### config.mk
export PLATFORM = sky130hd
export DESIGN_NAME = uart_tx_fifo_flat
export DESIGN_NICKNAME = d
export VERILOG_FILES = /design/src/rtl/uart_pkg.sv /design/src/rtl/uart_tx_fifo_if.sv /design/src/rtl/sync_fifo.sv /design/src/rtl/uart_tx_fifo.sv /design/src/flat_wrapper.sv
export SDC_FILE = /design/constraint.sdc
export NUM_CORES = 1
export LEC_CHECK = 0
export ABC_AREA = 1
export CAP_MARGIN = 5
export CORE_UTILIZATION = 36
export DETAILED_ROUTE_END_ITERATION = 7
export GPL_ROUTABILITY_DRIVEN = 0
export SKIP_LAST_GASP = 1
export SLEW_MARGIN = 20
export SYNTH_ARGS = -nofsm -noshare
export SYNTH_HDL_FRONTEND = slang
export SYNTH_SLANG_ARGS = --single-unit
### constraint.sdc
create_clock -name clk -period 5.16 [get_ports clk]
set_clock_uncertainty 0.15 [all_clocks]
set_input_delay 0.774 -clock clk [delete_from_list [all_inputs] [get_ports clk]]
set_output_delay 0.774 -clock clk [all_outputs]
set_load 0.005 [all_outputs]
### src/rtl/uart_pkg.sv
// Shared definitions for the buffered UART transmitter.
//   uart_state_e   : transmitter FSM states
//   UART_DATA_BITS : data bits per frame (8N1)
//   calc_div       : clock cycles per bit, truncated
package uart_pkg;

    localparam int UART_DATA_BITS = 8;

    typedef enum logic [1:0] {
        IDLE  = 2'd0,
        START = 2'd1,
        DATA  = 2'd2,
        STOP  = 2'd3
    } uart_state_e;

    function automatic int calc_div(input int clk_hz, input int baud);
        return clk_hz / baud;
    endfunction

endpackage

### src/rtl/uart_tx_fifo_if.sv
// Byte-write port and status/line outputs of the buffered UART transmitter.
//   wr, data      : producer -> transmitter write strobe and byte
//   full, empty   : FIFO occupancy flags
//   busy, overrun : frame in flight, sticky dropped-write flag
//   txd           : serial line
interface uart_tx_fifo_if import uart_pkg::*; ();
    logic                      wr;
    logic [UART_DATA_BITS-1:0] data;
    logic                      full;
    logic                      empty;
    logic                      busy;
    logic                      overrun;
    logic                      txd;

    modport master (
        output wr, data,
        input  full, empty, busy, overrun, txd
    );

    modport slave (
        input  wr, data,
        output full, empty, busy, overrun, txd
    );
endinterface

### src/rtl/sync_fifo.sv
// Single-clock FIFO with registered full/empty flags.
//   clk, reset : clock, async active-high reset
//   i_wr       : push i_wdata (ignored while o_full)
//   i_rd       : pop head (ignored while o_empty)
//   o_rdata    : current head, valid while !o_empty
//   o_full/o_empty/o_count : occupancy, all registered
module sync_fifo #(
    parameter int WIDTH      = 8,
    parameter int DEPTH_LOG2 = 4
) (
    input  logic                  clk,
    input  logic                  reset,
    input  logic                  i_wr,
    input  logic [WIDTH-1:0]      i_wdata,
    input  logic                  i_rd,
    output logic [WIDTH-1:0]      o_rdata,
    output logic                  o_full,
    output logic                  o_empty,
    output logic [DEPTH_LOG2:0]   o_count
);
    localparam int                DEPTH    = 1 << DEPTH_LOG2;
    localparam logic [DEPTH_LOG2:0] FULL_CNT = (DEPTH_LOG2+1)'(DEPTH);

    logic [WIDTH-1:0]      r_mem [DEPTH];
    logic [DEPTH_LOG2-1:0] r_wr_ptr;
    logic [DEPTH_LOG2-1:0] r_rd_ptr;
    logic [DEPTH_LOG2:0]   r_count;
    logic                  r_full;
    logic                  r_empty;

    logic                  w_push;
    logic                  w_pop;
    logic [DEPTH_LOG2:0]   w_count_nxt;

    // Flags are registered, so a write while full is refused even when a
    // pop frees a slot in the same cycle.
    assign w_push = i_wr && !r_full;
    assign w_pop  = i_rd && !r_empty;

    always_comb begin
        w_count_nxt = r_count;
        if (w_push && !w_pop)
            w_count_nxt = r_count + (DEPTH_LOG2+1)'(1);
        else if (!w_push && w_pop)
            w_count_nxt = r_count - (DEPTH_LOG2+1)'(1);
    end

    always_ff @(posedge clk) begin
        if (w_push)
            r_mem[r_wr_ptr] <= i_wdata;
    end

    // Pointers wrap naturally: depth is a power of two.
    always_ff @(posedge clk or posedge reset) begin
        if (reset) begin
            r_wr_ptr <= '0;
            r_rd_ptr <= '0;
            r_count  <= '0;
            r_full   <= 1'b0;
            r_empty  <= 1'b1;
        end else begin
            if (w_push) r_wr_ptr <= r_wr_ptr + DEPTH_LOG2'(1);
            if (w_pop)  r_rd_ptr <= r_rd_ptr + DEPTH_LOG2'(1);
            r_count <= w_count_nxt;
            r_full  <= (w_count_nxt == FULL_CNT);
            r_empty <= (w_count_nxt == '0);
        end
    end

    assign o_rdata = r_mem[r_rd_ptr];
    assign o_full  = r_full;
    assign o_empty = r_empty;
    assign o_count = r_count;
endmodule

### src/rtl/uart_tx_fifo.sv
// Buffered 8N1 UART transmitter: bytes written through the bus port are
// queued in a FIFO and shifted out LSB first at CLK_HZ/BAUD cycles per bit.
//   clk, reset : clock, async active-high reset (line goes high at once)
//   bus        : slave side of uart_tx_fifo_if (wr/data in; full, empty,
//                busy, overrun, txd out -- all registered)
module uart_tx_fifo import uart_pkg::*; #(
    parameter int CLK_HZ     = 24000000,
    parameter int BAUD       = 115200,
    parameter int DEPTH_LOG2 = 4
) (
    input  logic           clk,
    input  logic           reset,
    uart_tx_fifo_if.slave  bus
);
    localparam int DIV = calc_div(CLK_HZ, BAUD);
    localparam int CW  = (DIV > 1) ? $clog2(DIV) : 1;
    localparam int IW  = $clog2(UART_DATA_BITS);
    localparam logic [CW-1:0] LAST_CNT = CW'(DIV - 1);
    localparam logic [IW-1:0] LAST_BIT = IW'(UART_DATA_BITS - 1);

    uart_state_e               r_state;
    logic [CW-1:0]             r_cnt;
    logic [IW-1:0]             r_idx;
    logic [UART_DATA_BITS-1:0] r_shift;
    logic                      r_txd;
    logic                      r_busy;
    logic                      r_overrun;

    logic [UART_DATA_BITS-1:0] w_head;
    logic                      w_full;
    logic                      w_empty;
    logic                      w_pop;
    logic                      w_bit_end;
    logic [DEPTH_LOG2:0]       w_unused_count;  // occupancy not needed here

    assign w_bit_end = (r_cnt == LAST_CNT);

    // A byte leaves the FIFO only when the shifter takes it: from idle, or
    // on the last stop cycle so the next frame follows with no gap.
    assign w_pop = !w_empty &&
                   ((r_state == IDLE) || (r_state == STOP && w_bit_end));

    sync_fifo #(
        .WIDTH      (UART_DATA_BITS),
        .DEPTH_LOG2 (DEPTH_LOG2)
    ) u_fifo (
        .clk     (clk),
        .reset   (reset),
        .i_wr    (bus.wr),
        .i_wdata (bus.data),
        .i_rd    (w_pop),
        .o_rdata (w_head),
        .o_full  (w_full),
        .o_empty (w_empty),
        .o_count (w_unused_count)
    );

    always_ff @(posedge clk or posedge reset) begin
        if (reset)
            r_overrun <= 1'b0;
        else if (bus.wr && w_full)
            r_overrun <= 1'b1;
    end

    // txd is registered: each transition also loads the level of the
    // bit being entered.
    always_ff @(posedge clk or posedge reset) begin
        if (reset) begin
            r_state <= IDLE;
            r_cnt   <= '0;
            r_idx   <= '0;
            r_shift <= '0;
            r_txd   <= 1'b1;
            r_busy  <= 1'b0;
        end else begin
            case (r_state)
                IDLE: begin
                    r_txd <= 1'b1;
                    if (w_pop) begin
                        r_shift <= w_head;
                        r_cnt   <= '0;
                        r_state <= START;
                        r_txd   <= 1'b0;
                        r_busy  <= 1'b1;
                    end
                end
                START: begin
                    if (w_bit_end) begin
                        r_cnt   <= '0;
                        r_idx   <= '0;
                        r_state <= DATA;
                        r_txd   <= r_shift[0];
                    end else begin
                        r_cnt <= r_cnt + CW'(1);
                    end
                end
                DATA: begin
                    if (w_bit_end) begin
                        r_cnt <= '0;
                        if (r_idx == LAST_BIT) begin
                            r_state <= STOP;
                            r_txd   <= 1'b1;
                        end else begin
                            r_shift <= r_shift >> 1;
                            r_idx   <= r_idx + IW'(1);
                            r_txd   <= r_shift[1];
                        end
                    end else begin
                        r_cnt <= r_cnt + CW'(1);
                    end
                end
                STOP: begin
                    if (w_bit_end) begin
                        r_cnt <= '0;
                        if (w_pop) begin
                            r_shift <= w_head;
                            r_state <= START;
                            r_txd   <= 1'b0;
                        end else begin
                            r_state <= IDLE;
                            r_busy  <= 1'b0;
                        end
                    end else begin
                        r_cnt <= r_cnt + CW'(1);
                    end
                end
                default: begin
                    r_state <= IDLE;
                    r_txd   <= 1'b1;
                    r_busy  <= 1'b0;
                end
            endcase
        end
    end

    assign bus.txd     = r_txd;
    assign bus.busy    = r_busy;
    assign bus.full    = w_full;
    assign bus.empty   = w_empty;
    assign bus.overrun = r_overrun;
endmodule

### src/flat_wrapper.sv
// flat-port wrapper written by rule: the top's interface ports become plain ports
module uart_tx_fifo_flat import uart_pkg::*;
#(
    parameter int CLK_HZ     = 24000000,
    parameter int BAUD       = 115200,
    parameter int DEPTH_LOG2 = 4
)
  (clk, reset, bus_wr, bus_data, bus_full, bus_empty, bus_busy, bus_overrun, bus_txd);
  uart_tx_fifo_if bus_i ();
  input  logic clk;
  input  logic reset;
  input wire logic [$bits(bus_i.wr)-1:0] bus_wr;
  input wire logic [$bits(bus_i.data)-1:0] bus_data;
  output wire logic [$bits(bus_i.full)-1:0] bus_full;
  output wire logic [$bits(bus_i.empty)-1:0] bus_empty;
  output wire logic [$bits(bus_i.busy)-1:0] bus_busy;
  output wire logic [$bits(bus_i.overrun)-1:0] bus_overrun;
  output wire logic [$bits(bus_i.txd)-1:0] bus_txd;
  assign bus_i.wr = bus_wr;
  assign bus_i.data = bus_data;
  assign bus_full = bus_i.full;
  assign bus_empty = bus_i.empty;
  assign bus_busy = bus_i.busy;
  assign bus_overrun = bus_i.overrun;
  assign bus_txd = bus_i.txd;
  uart_tx_fifo #(.CLK_HZ(CLK_HZ), .BAUD(BAUD), .DEPTH_LOG2(DEPTH_LOG2)) u_core (.clk(clk), .reset(reset), .bus(bus_i));
endmodule
==> metrics <==
initial antenna violation count 0; Total GRT Usage 0.175; # nets final 681; final WL approximately 17000 um; DIE AREA 0.0209 mm^2; crit path capture type flop; Async S/R FF share, synth 0.234; setup TNS 0 ns; Syn Area/Cell 11.4 um^2; Cells after Synth 643; post-synthesis compound-gate area fraction 0.110; share of layout cells above drive strength 1 0.0900; Die W between 100 and 150 um; final setup vio count 0; type of origin of the critical path flop; Post-Synth Adder-Cell Area 0.0274; vias in the first global route around 4900; commonest non-fill, non-tap cell in the layout edfxtp_1; CTS-repair resized insts 0; fmax ~370 MHz; worst slew pin tran 0.915 ns; number of hold buffers added after cts 0; final core utilization 0.420; worst-case register-to-register setup slack 2.49 ns; Max Root-Sink Buffers 2; row cnt 51; final slew viol count 0; Synth Area in Simple Gates 0.144; VDD IR-drop max 0.222 mV; Initial DRC Count approximately 500; CTS tree built; main combinational cell family by area after synthesis simple AND/OR/NAND/NOR gates; Die Span Y roughly 140 um; post-synthesis xor/xnor area fraction 0.0168; area occupied by multi-input gates 0.00219 mm^2; Final Cycle Share 0.517; CORE AREA 0.0197 mm^2; critical path class flop to flop; leakage 3.05 nW; Initial DRT Pass Iterations 5; most frequent cells in the layout 128 x edfxtp_1, 107 x nor2_1, 82 x nand2_1; FF+latch area 0.00482 mm^2; average vias per placed instance 5.20; I/O Pins 16; Final Critical Period 2.67 ns; Worst EP required 5.33 ns; Top Layer Used met4; # DRC 0; Power Dens Cells 392 mW/mm^2; vias 4845; mux cell area share after synthesis 0.00137; # port buffers 15; H-tree Lvls 4; CTS Buf Count 17; Post-synth EDFFs 128; Synth Flop Type edfxtp_1; DR WL met3 slightly above 1000 um; worst-path maximum fanout 74; Slew headroom 0.388; sequential area share after synthesis 0.660; first-pass GRT wire length around 27000 um; Post-Syn Area 0.00731 mm^2; DRT met1 WL roughly 7500 um; clk_lat worst skew 0.43 ns; per-cell routed wire length 18.0 um; largest net degree at the start of global routing 75; endpoints failing hold 0; HPWL Detailed between 10000 and 15000 um; post-synthesis register bit count 167; synth warn 0; Root Driver clkbuf_16; syn nets 670; Starting Density 0.372; grt total ovfl 0; Fill cells 1906; Routed met2 length 7820 um; RSZ-0062 raised after global routing false; HP Class flop to flop; CTS clk-pin slew, worst paths 0.06 ns; Area Overhead vs Synth 12.9%; maxcap violations 0; CTS Sinks 167; Post-DRT Antenna Nets 0; Setup Buffers After CTS 0; status complete, no violations; Critical Path AT 2.84 ns; number of diodes 0; Yosys cell types 38
cell type report:
class	instances	share of cell area
clock buffer	18	0.0520
clock inverter	14	0.0140
inverter	43	0.0212
multi-input combinational	405	0.265
sequential	167	0.585
tap	265	0.0402
timing repair buffer	20	0.0228
critical path, stage by stage (launching register included):
cell	delay [ns]
dfrtp_2	0.34
buf_4	0.55
inv_1	0.09
buf_4	0.33
nor2_1	0.17
nor2_1	0.05
o21ai_0	0.10
o211ai_1	0.21
o211ai_1	0.25
nand3_1	0.17
nand2_1	0.09
nand2_1	0.04
cells in the mapped netlist (all sizes together), types with 14 or more instances:
master / count / area, um^2
dfrtp: 37 / 926
clkbuf: 19 / 71.3
nor2: 110 / 425
nand2: 92 / 408
inv: 42 / 158
o21ai: 75 / 383
o211ai: 19 / 143
nand3: 31 / 165
edfxtp: 128 / 3840
xor2: 14 / 123
ha: 16 / 200
a21oi: 14 / 88.8
metal layers:
layer / global-route usage / vias to the layer above
met5: 0 / -
met4: 0.0704 / 0
met3: 0.0351 / 30
met2: 0.280 / 171
met1: 0.231 / 2368
li1: - / 2276
path summary, 6_finish.rpt:
kind	start	end	depth (start not counted)
min	u_core.bus.overrun	u_core.bus.overrun	1
min in group asynchronous	reset	u_core.r_cnt[6]	3
max reg2reg	u_core.u_fifo.r_rd_ptr[0]	u_core.r_shift[1]	11
max in group asynchronous	reset	u_core.u_fifo.r_rd_ptr[0]	3
min reg2reg	u_core.bus.overrun	u_core.bus.overrun	1
max	u_core.u_fifo.r_rd_ptr[0]	u_core.r_shift[1]	11
power breakdown:
| group | switching, W | total (W) | leakage (nW) | internal, W |
|---|---|---|---|---|
| combinational | 0.000261 | 0.000385 | 1.15 | 0.000124 |
| sequential | 0.0000720 | 0.00167 | 1.63 | 0.00160 |
| clock | 0.000551 | 0.00118 | 0.266 | 0.000628 |
cells by family (layout without fill, tap and decap cells):
family | Yosys count | count (layout)
and+or+nand+nor | 242 | 242
DFF | 167 | 167
AOI/OAI and AO/OA | 132 | 132
buffers and inverters | 71 | 95
adders and majority gates | 16 | 16
xor gates and xnor gates | 14 | 14
muxes | 1 | 1
registers in the layout (all words and copies together), names as in the netlist:
name                    count
u_core.bus.overrun          1
u_core.bus.busy             1
u_core.u_fifo.r_rd_ptr      4
u_core.r_shift              8
u_core.u_fifo.r_wr_ptr      4
u_core.u_fifo.r_mem       128
u_core.u_fifo.o_count       5
u_core.bus.txd              1
u_core.u_fifo.o_empty       1
u_core.r_idx                3
u_core.r_cnt                8
u_core.r_state              2
u_core.u_fifo.o_full        1
per-stage QoR:
step                      area (um^2)  setup slack, ns  hold slack, ns  std cells  total power (W)
after CTS                        8250             2.58           0.309        932          0.00326
after global routing             8250             2.31           0.319        932          0.00337
after detailed placement         7700             2.17           0.294        900          0.00208
final                            8250             2.49           0.305        932          0.00323
after floorplan                  7310             2.74           0.299        643          0.00193
after global placement           7700             2.22           0.291        900          0.00207
Power figures use the tool's default switching activity.
